**src/rtl/vscale_hasti_bridge_pipe.sv**
```systemverilog
// Core data-memory port to HASTI (AHB-Lite) master bridge with data-phase
// tracking, lane replication/extraction, misalignment blocking, two-cycle
// ERROR handling and a saturating bus-error counter.
module vscale_hasti_bridge_pipe #(
  parameter int ADDR_WIDTH    = 32,
  parameter int BUS_WIDTH     = 32,
  parameter int ERR_CNT_WIDTH = 8
) (
  input  logic                     clk,
  input  logic                     reset,
  output logic [ADDR_WIDTH-1:0]    haddr,
  output logic                     hwrite,
  output logic [2:0]               hsize,
  output logic [2:0]               hburst,
  output logic                     hmastlock,
  output logic [3:0]               hprot,
  output logic [1:0]               htrans,
  output logic [BUS_WIDTH-1:0]     hwdata,
  input  logic [BUS_WIDTH-1:0]     hrdata,
  input  logic                     hready,
  input  logic                     hresp,
  input  logic                     core_mem_en,
  input  logic                     core_mem_wen,
  input  logic [2:0]               core_mem_size,
  input  logic [ADDR_WIDTH-1:0]    core_mem_addr,
  input  logic [BUS_WIDTH-1:0]     core_mem_wdata_delayed,
  output logic [BUS_WIDTH-1:0]     core_mem_rdata,
  output logic                     core_mem_wait,
  output logic                     core_badmem_e,
  output logic                     core_misaligned,
  output logic [ERR_CNT_WIDTH-1:0] err_count
);
  localparam int LANE_BITS = $clog2(BUS_WIDTH/8);
  localparam int NB        = BUS_WIDTH/8;

  typedef enum logic [1:0] {S_IDLE, S_DATA, S_ERR} state_e;
  typedef struct packed {
    logic                 wr;
    logic [2:0]           size;
    logic [LANE_BITS-1:0] off;
  } dphase_t;

  state_e                  state_q, state_d;
  dphase_t                 dp_q, dp_d, dp_new;
  logic [ERR_CNT_WIDTH-1:0] cnt_q, cnt_d;
  logic [ADDR_WIDTH-1:0]   amask;
  logic                    misaligned, issue, accept;
  logic [BUS_WIDTH-1:0]    rshift, rmask;

  // low address bits that must be zero for the requested size
  assign amask      = ~({ADDR_WIDTH{1'b1}} << core_mem_size);
  assign misaligned = core_mem_en &
                      ((32'(core_mem_size) > LANE_BITS) | ((core_mem_addr & amask) != '0));
  assign issue      = core_mem_en & ~misaligned & (state_q != S_ERR);
  assign accept     = issue & hready;
  assign dp_new     = '{wr: core_mem_wen, size: core_mem_size,
                        off: core_mem_addr[LANE_BITS-1:0]};

  assign haddr           = core_mem_addr;
  assign hsize           = core_mem_size;
  assign hwrite          = core_mem_en & core_mem_wen & issue;
  assign htrans          = issue ? 2'b10 : 2'b00;
  assign hburst          = 3'b000;
  assign hmastlock       = 1'b0;
  assign hprot           = 4'b0000;
  assign core_misaligned = misaligned;
  assign err_count       = cnt_q;
  assign core_mem_wait   = ((state_q == S_DATA) & ~hready) | (state_q == S_ERR) |
                           (core_mem_en & ~misaligned & ~hready);

  // phase tracking, data-phase capture and error accounting
  always_comb begin
    state_d       = state_q;
    dp_d          = dp_q;
    cnt_d         = cnt_q;
    core_badmem_e = 1'b0;
    case (state_q)
      S_IDLE: if (accept) begin
        state_d = S_DATA;
        dp_d    = dp_new;
      end
      S_DATA: begin
        if (hready) begin
          state_d = accept ? S_DATA : S_IDLE;
          if (accept) dp_d = dp_new;
        end else if (hresp) begin
          state_d = S_ERR;
        end
      end
      S_ERR: if (hready) begin
        // second ERROR cycle (or a slave that dropped hresp early) ends it
        core_badmem_e = 1'b1;
        state_d       = S_IDLE;
        if (cnt_q != '1) cnt_d = cnt_q + 1'b1;
      end
      default: state_d = S_IDLE;
    endcase
  end

  // state registers
  always_ff @(posedge clk or posedge reset) begin
    if (reset) begin
      state_q <= S_IDLE;
      dp_q    <= '0;
      cnt_q   <= '0;
    end else begin
      state_q <= state_d;
      dp_q    <= dp_d;
      cnt_q   <= cnt_d;
    end
  end

  // write data replicated across lanes by the registered size
  always_comb begin
    case (dp_q.size)
      3'd0:    hwdata = {NB{core_mem_wdata_delayed[7:0]}};
      3'd1:    hwdata = {(NB/2){core_mem_wdata_delayed[15:0]}};
      3'd2:    hwdata = {(NB/4){core_mem_wdata_delayed[31:0]}};
      default: hwdata = core_mem_wdata_delayed;
    endcase
  end

  // read data: shift the addressed lane down, then zero the bytes above size
  assign rshift = hrdata >> {dp_q.off, 3'b000};
  always_comb begin
    case (dp_q.size)
      3'd0:    rmask = BUS_WIDTH'(8'hFF);
      3'd1:    rmask = BUS_WIDTH'(16'hFFFF);
      3'd2:    rmask = BUS_WIDTH'(32'hFFFF_FFFF);
      default: rmask = '1;
    endcase
  end
  assign core_mem_rdata = rshift & rmask;
endmodule

```
**config.mk**
```make
export PLATFORM = sky130hd
export DESIGN_NAME = vscale_hasti_bridge_pipe
export DESIGN_NICKNAME = d
export VERILOG_FILES = /design/src/rtl/vscale_hasti_bridge_pipe.sv
export SDC_FILE = /design/constraint.sdc
export NUM_CORES = 1
export LEC_CHECK = 0
export BUFFER_PORTS_ARGS = -buffer_cell sky130_fd_sc_hd__buf_2
export CAP_MARGIN = 25
export CORE_AREA = 2 2 86 88
export DETAILED_ROUTE_END_ITERATION = 8
export DIE_AREA = 0 0 88 90
export MAX_ROUTING_LAYER = met4
export PLACE_DENSITY = 0.73
export SKIP_CTS_REPAIR_TIMING = 1
export SLEW_MARGIN = 30
export SYNTH_ARGS = -nofsm -noshare
export SYNTH_HDL_FRONTEND = slang
export SYNTH_SLANG_ARGS = --single-unit
```
**constraint.sdc**
```tcl
create_clock -name clk -period 1.8 [get_ports clk]
set_input_delay 0.09 -clock clk [delete_from_list [all_inputs] [get_ports clk]]
set_output_delay 0.09 -clock clk [all_outputs]
set_load 0.1 [all_outputs]
```
==> flow_metrics.env <==
export IMPL_fin_nets=486
export IMPL_arrival_ns=1.67
export IMPL_placedCellCount=470
export IMPL_clkLatencyLatePin_ns=0.25
export IMPL_drc=0
export IMPL_synth_flop_cell="dfrtp_1"
export IMPL_critPathKind="reg2out"
export IMPL_synth_seq_area_share_pct=17.1
export IMPL_cts_buffers=3
export IMPL_slew_viol_final=0
export IMPL_num_rows=31
export IMPL_clock_sinks=15
export IMPL_start_util_pct=31.3
export IMPL_synthCells=266
export IMPL_chipWidth_microns=88
export IMPL_synth_area_leaders="buf_4 (19%), dfrtp_1 (17%), mux2i_1 (11%), mux2_2 (8.2%), nor2_1 (5.1%)"
export IMPL_drive_gt1_share_pct=63.9
export IMPL_synth_top_cell_area_share_pct=19.4
export IMPL_fmax_mhz=568
export IMPL_hold_viol=0
export IMPL_multiInputGateArea_sq_um=1530
export IMPL_worstPathRequired_ns=1.71
export IMPL_cts_htree_levels=1
export IMPL_rsz0062_at_grt="yes"
export IMPL_syn_avg_cell_area_sq_um=8.27
export IMPL_p_leak_nw=1.74
export IMPL_clk_pin_slew_ns=0.06
export IMPL_yosysUniqueCellTypes=45
export IMPL_ys_ff_latch=15
export IMPL_cts_buffer_depth=2
export IMPL_portBuffers=156
export IMPL_hold_path_end="state_q[0]$_DFFE_PP0P_"
export IMPL_holdWs_ns=0.0483
export IMPL_final_antenna_net_count=0
export IMPL_wire_per_inst_microns=15.4
export IMPL_endpoint_kind="output port"
export IMPL_regArea_sq_um=392
export IMPL_dieArea_sq_um=7920
export IMPL_n_antenna_cell=0
export IMPL_final_cells=478
export IMPL_ios=226
export IMPL_finalClockSkew_ns=0.00203
export IMPL_cp_num_buf_inv=2
export IMPL_setup_viol=0
export IMPL_via_per_inst=4.87
export IMPL_crit_family="flip-flops"
export IMPL_cap_viol_max_count=0
export IMPL_yosysMostFrequentCell="buf_4"
export IMPL_crit_fanout=6
export IMPL_gp_congestion=0.838
export IMPL_crit_chain="nor3_4 > buf_6 > mux2_2 > buf_12"
export IMPL_power_density_nw_per_um2=1090
export IMPL_async_flop_share_pct=100
export IMPL_grt_pass1_wl_microns=11200
export IMPL_worstMarginPinSlew_ns=0.594
export IMPL_route_vias_total=2329
export IMPL_reg2reg_slack_ns=0.18
export IMPL_antenna_found_initial=0
export IMPL_synth_warnings=0
export IMPL_synth_area_leader_cell="buf_4"
export IMPL_gr_total_overflow=0
export IMPL_startpoint_type="flop"
export IMPL_grt_pass1_vias=2308
export IMPL_hold_class="in2reg"
export IMPL_hpwl_microns=6040
export IMPL_status="finished clean"
export IMPL_hold_depth=2
export IMPL_wl_microns=7380
export IMPL_first_pass_iters=4
export IMPL_max_stage_delay_ns=0.46
export IMPL_hold_start="hresp"
export IMPL_cts_root_buf="clkbuf_8"
export IMPL_grt_use_total_pct=17.7
export IMPL_grt_max_degree=34
export IMPL_synth_common_cells="buf_4 (57), nor2_1 (30), mux2i_1 (24)"
export IMPL_mappedNetlistArea_sq_um=2200
export IMPL_crit_slowest_cell="dfrtp_2"
export IMPL_core_sq_um=7020
export IMPL_final_min_clock_period_ns=1.76
export IMPL_reg2reg_from="err_count[0]$_DFFE_PP0P_"
export IMPL_area_growth_pct=75.4
export IMPL_post_route_period_util_pct=97.8
export IMPL_relSlewSlack_pct=60.3
export IMPL_cts_tree="done"
export IMPL_irDropWorstVdd_v=0.000913
export IMPL_synth_edf_count=0
export IMPL_n_fill_cell=610
export IMPL_reg2reg_to="err_count[1]$_DFFE_PP0P_"
export IMPL_reg2reg_depth=4
export IMPL_drt_iter0_drc=66
export IMPL_die_y_microns=90
==> layout make-up <==
class	count	share of cell area, %
clock buffer	3	1.07
clock inverter	1	0.130
inverter	2	0.194
multi-input combinational	190	39.7
sequential	15	10.1
tap	99	3.21
timing repair buffer	168	45.6
==> logic make-up (layout without fill, tap and decap cells) <==
logic type	after synthesis	count (layout)	share of synthesized area, %
flip-flops	15	15	17.1
AND/OR/NAND/NOR	81	81	20.6
XOR/XNOR	1	1	0.398
buffers and inverters	69	174	22.9
AO/OA/AOI/OAI	54	54	16.7
multiplexers	44	44	21.7
other	1	9	0.170
adder cells (fa/ha/maj)	1	1	0.568
==> routing by layer <==
metal | part of all wire [%] | routed length (microns) | global-route usage, % | vias up
li1 | - | - | - | 1109
met3 | 5.9 | 439 | 1.84 | 16
met2 | 53 | 3880 | 31.3 | 108
met5 | 0 | 0 | - | -
met4 | 1.7 | 122 | 5.00 | 0
met1 | 40 | 2940 | 20.7 | 1096
==> flip-flops by register name, summed over array words and instances (netlist names) <==
signal / flops
dp_q: 5
err_count: 8
state_q: 2
==> worst register-to-register path, delay by kind of cell, from the launching register on <==
family / cells / cell delay (ns)
adder cells (fa/ha/maj): 1 / 0.21
AND/OR/NAND/NOR: 1 / 0.24
flip-flops: 1 / 0.44
AO/OA/AOI/OAI: 1 / 0.26
multiplexers: 1 / 0.35
==> stage by stage <==
stage / cell area, sq um / setup WS (ns) / TNS (ns) / utilization [%] / power [mW]
after CTS: 3800 / -0.0490 / -0.258 / 54.1 / 4.19
final: 3860 / 0.0389 / 0 / 55.0 / 4.19
after global placement: 3750 / 0.285 / 0 / 53.4 / 3.86
after global routing: 3860 / -0.0416 / -0.144 / 55.0 / 4.32
after detailed placement: 3750 / 0.187 / 0 / 53.4 / 3.92
after floorplan: 2420 / -0.104 / -0.556 / - / 3.21
==> placed cells by master (no fill, tap or decap), types with 6 or more instances in the layout <==
cell type and count:
buf_4 7, a2bb2oi_1 8, conb_1 9, nand2_1 6, nor2_1 14, dfrtp_1 6
nor2b_1 12, a21oi_4 8, mux2i_1 24, mux2_2 16, a211oi_1 8, nor2_2 16
dfrtp_2 7, a21oi_2 8, buf_2 100, and2_1 9, buf_12 58
==> worst max path at each step <==
stage                                         from                  endpoint  cells after the start
final                          dp_q[3]$_DFFE_PP0P_                hwdata[12]                      4
after CTS                      dp_q[4]$_DFFE_PP0P_                hwdata[12]                      4
after floorplan                dp_q[1]$_DFFE_PP0P_         core_mem_rdata[0]                      4
after global placement         dp_q[4]$_DFFE_PP0P_                hwdata[11]                      4
after global routing           dp_q[0]$_DFFE_PP0P_         core_mem_rdata[8]                      5
after detailed placement  err_count[0]$_DFFE_PP0P_  err_count[1]$_DFFE_PP0P_                      4
==> report_power, final <==
group | switching (mW) | internal (mW) | leakage [nW]
Sequential | 0.0559 | 0.392 | 0.186
Clock | 0.122 | 0.153 | 0.0255
Combinational | 2.33 | 1.14 | 1.53
Note: power is estimated with default switching activity, not from simulation.
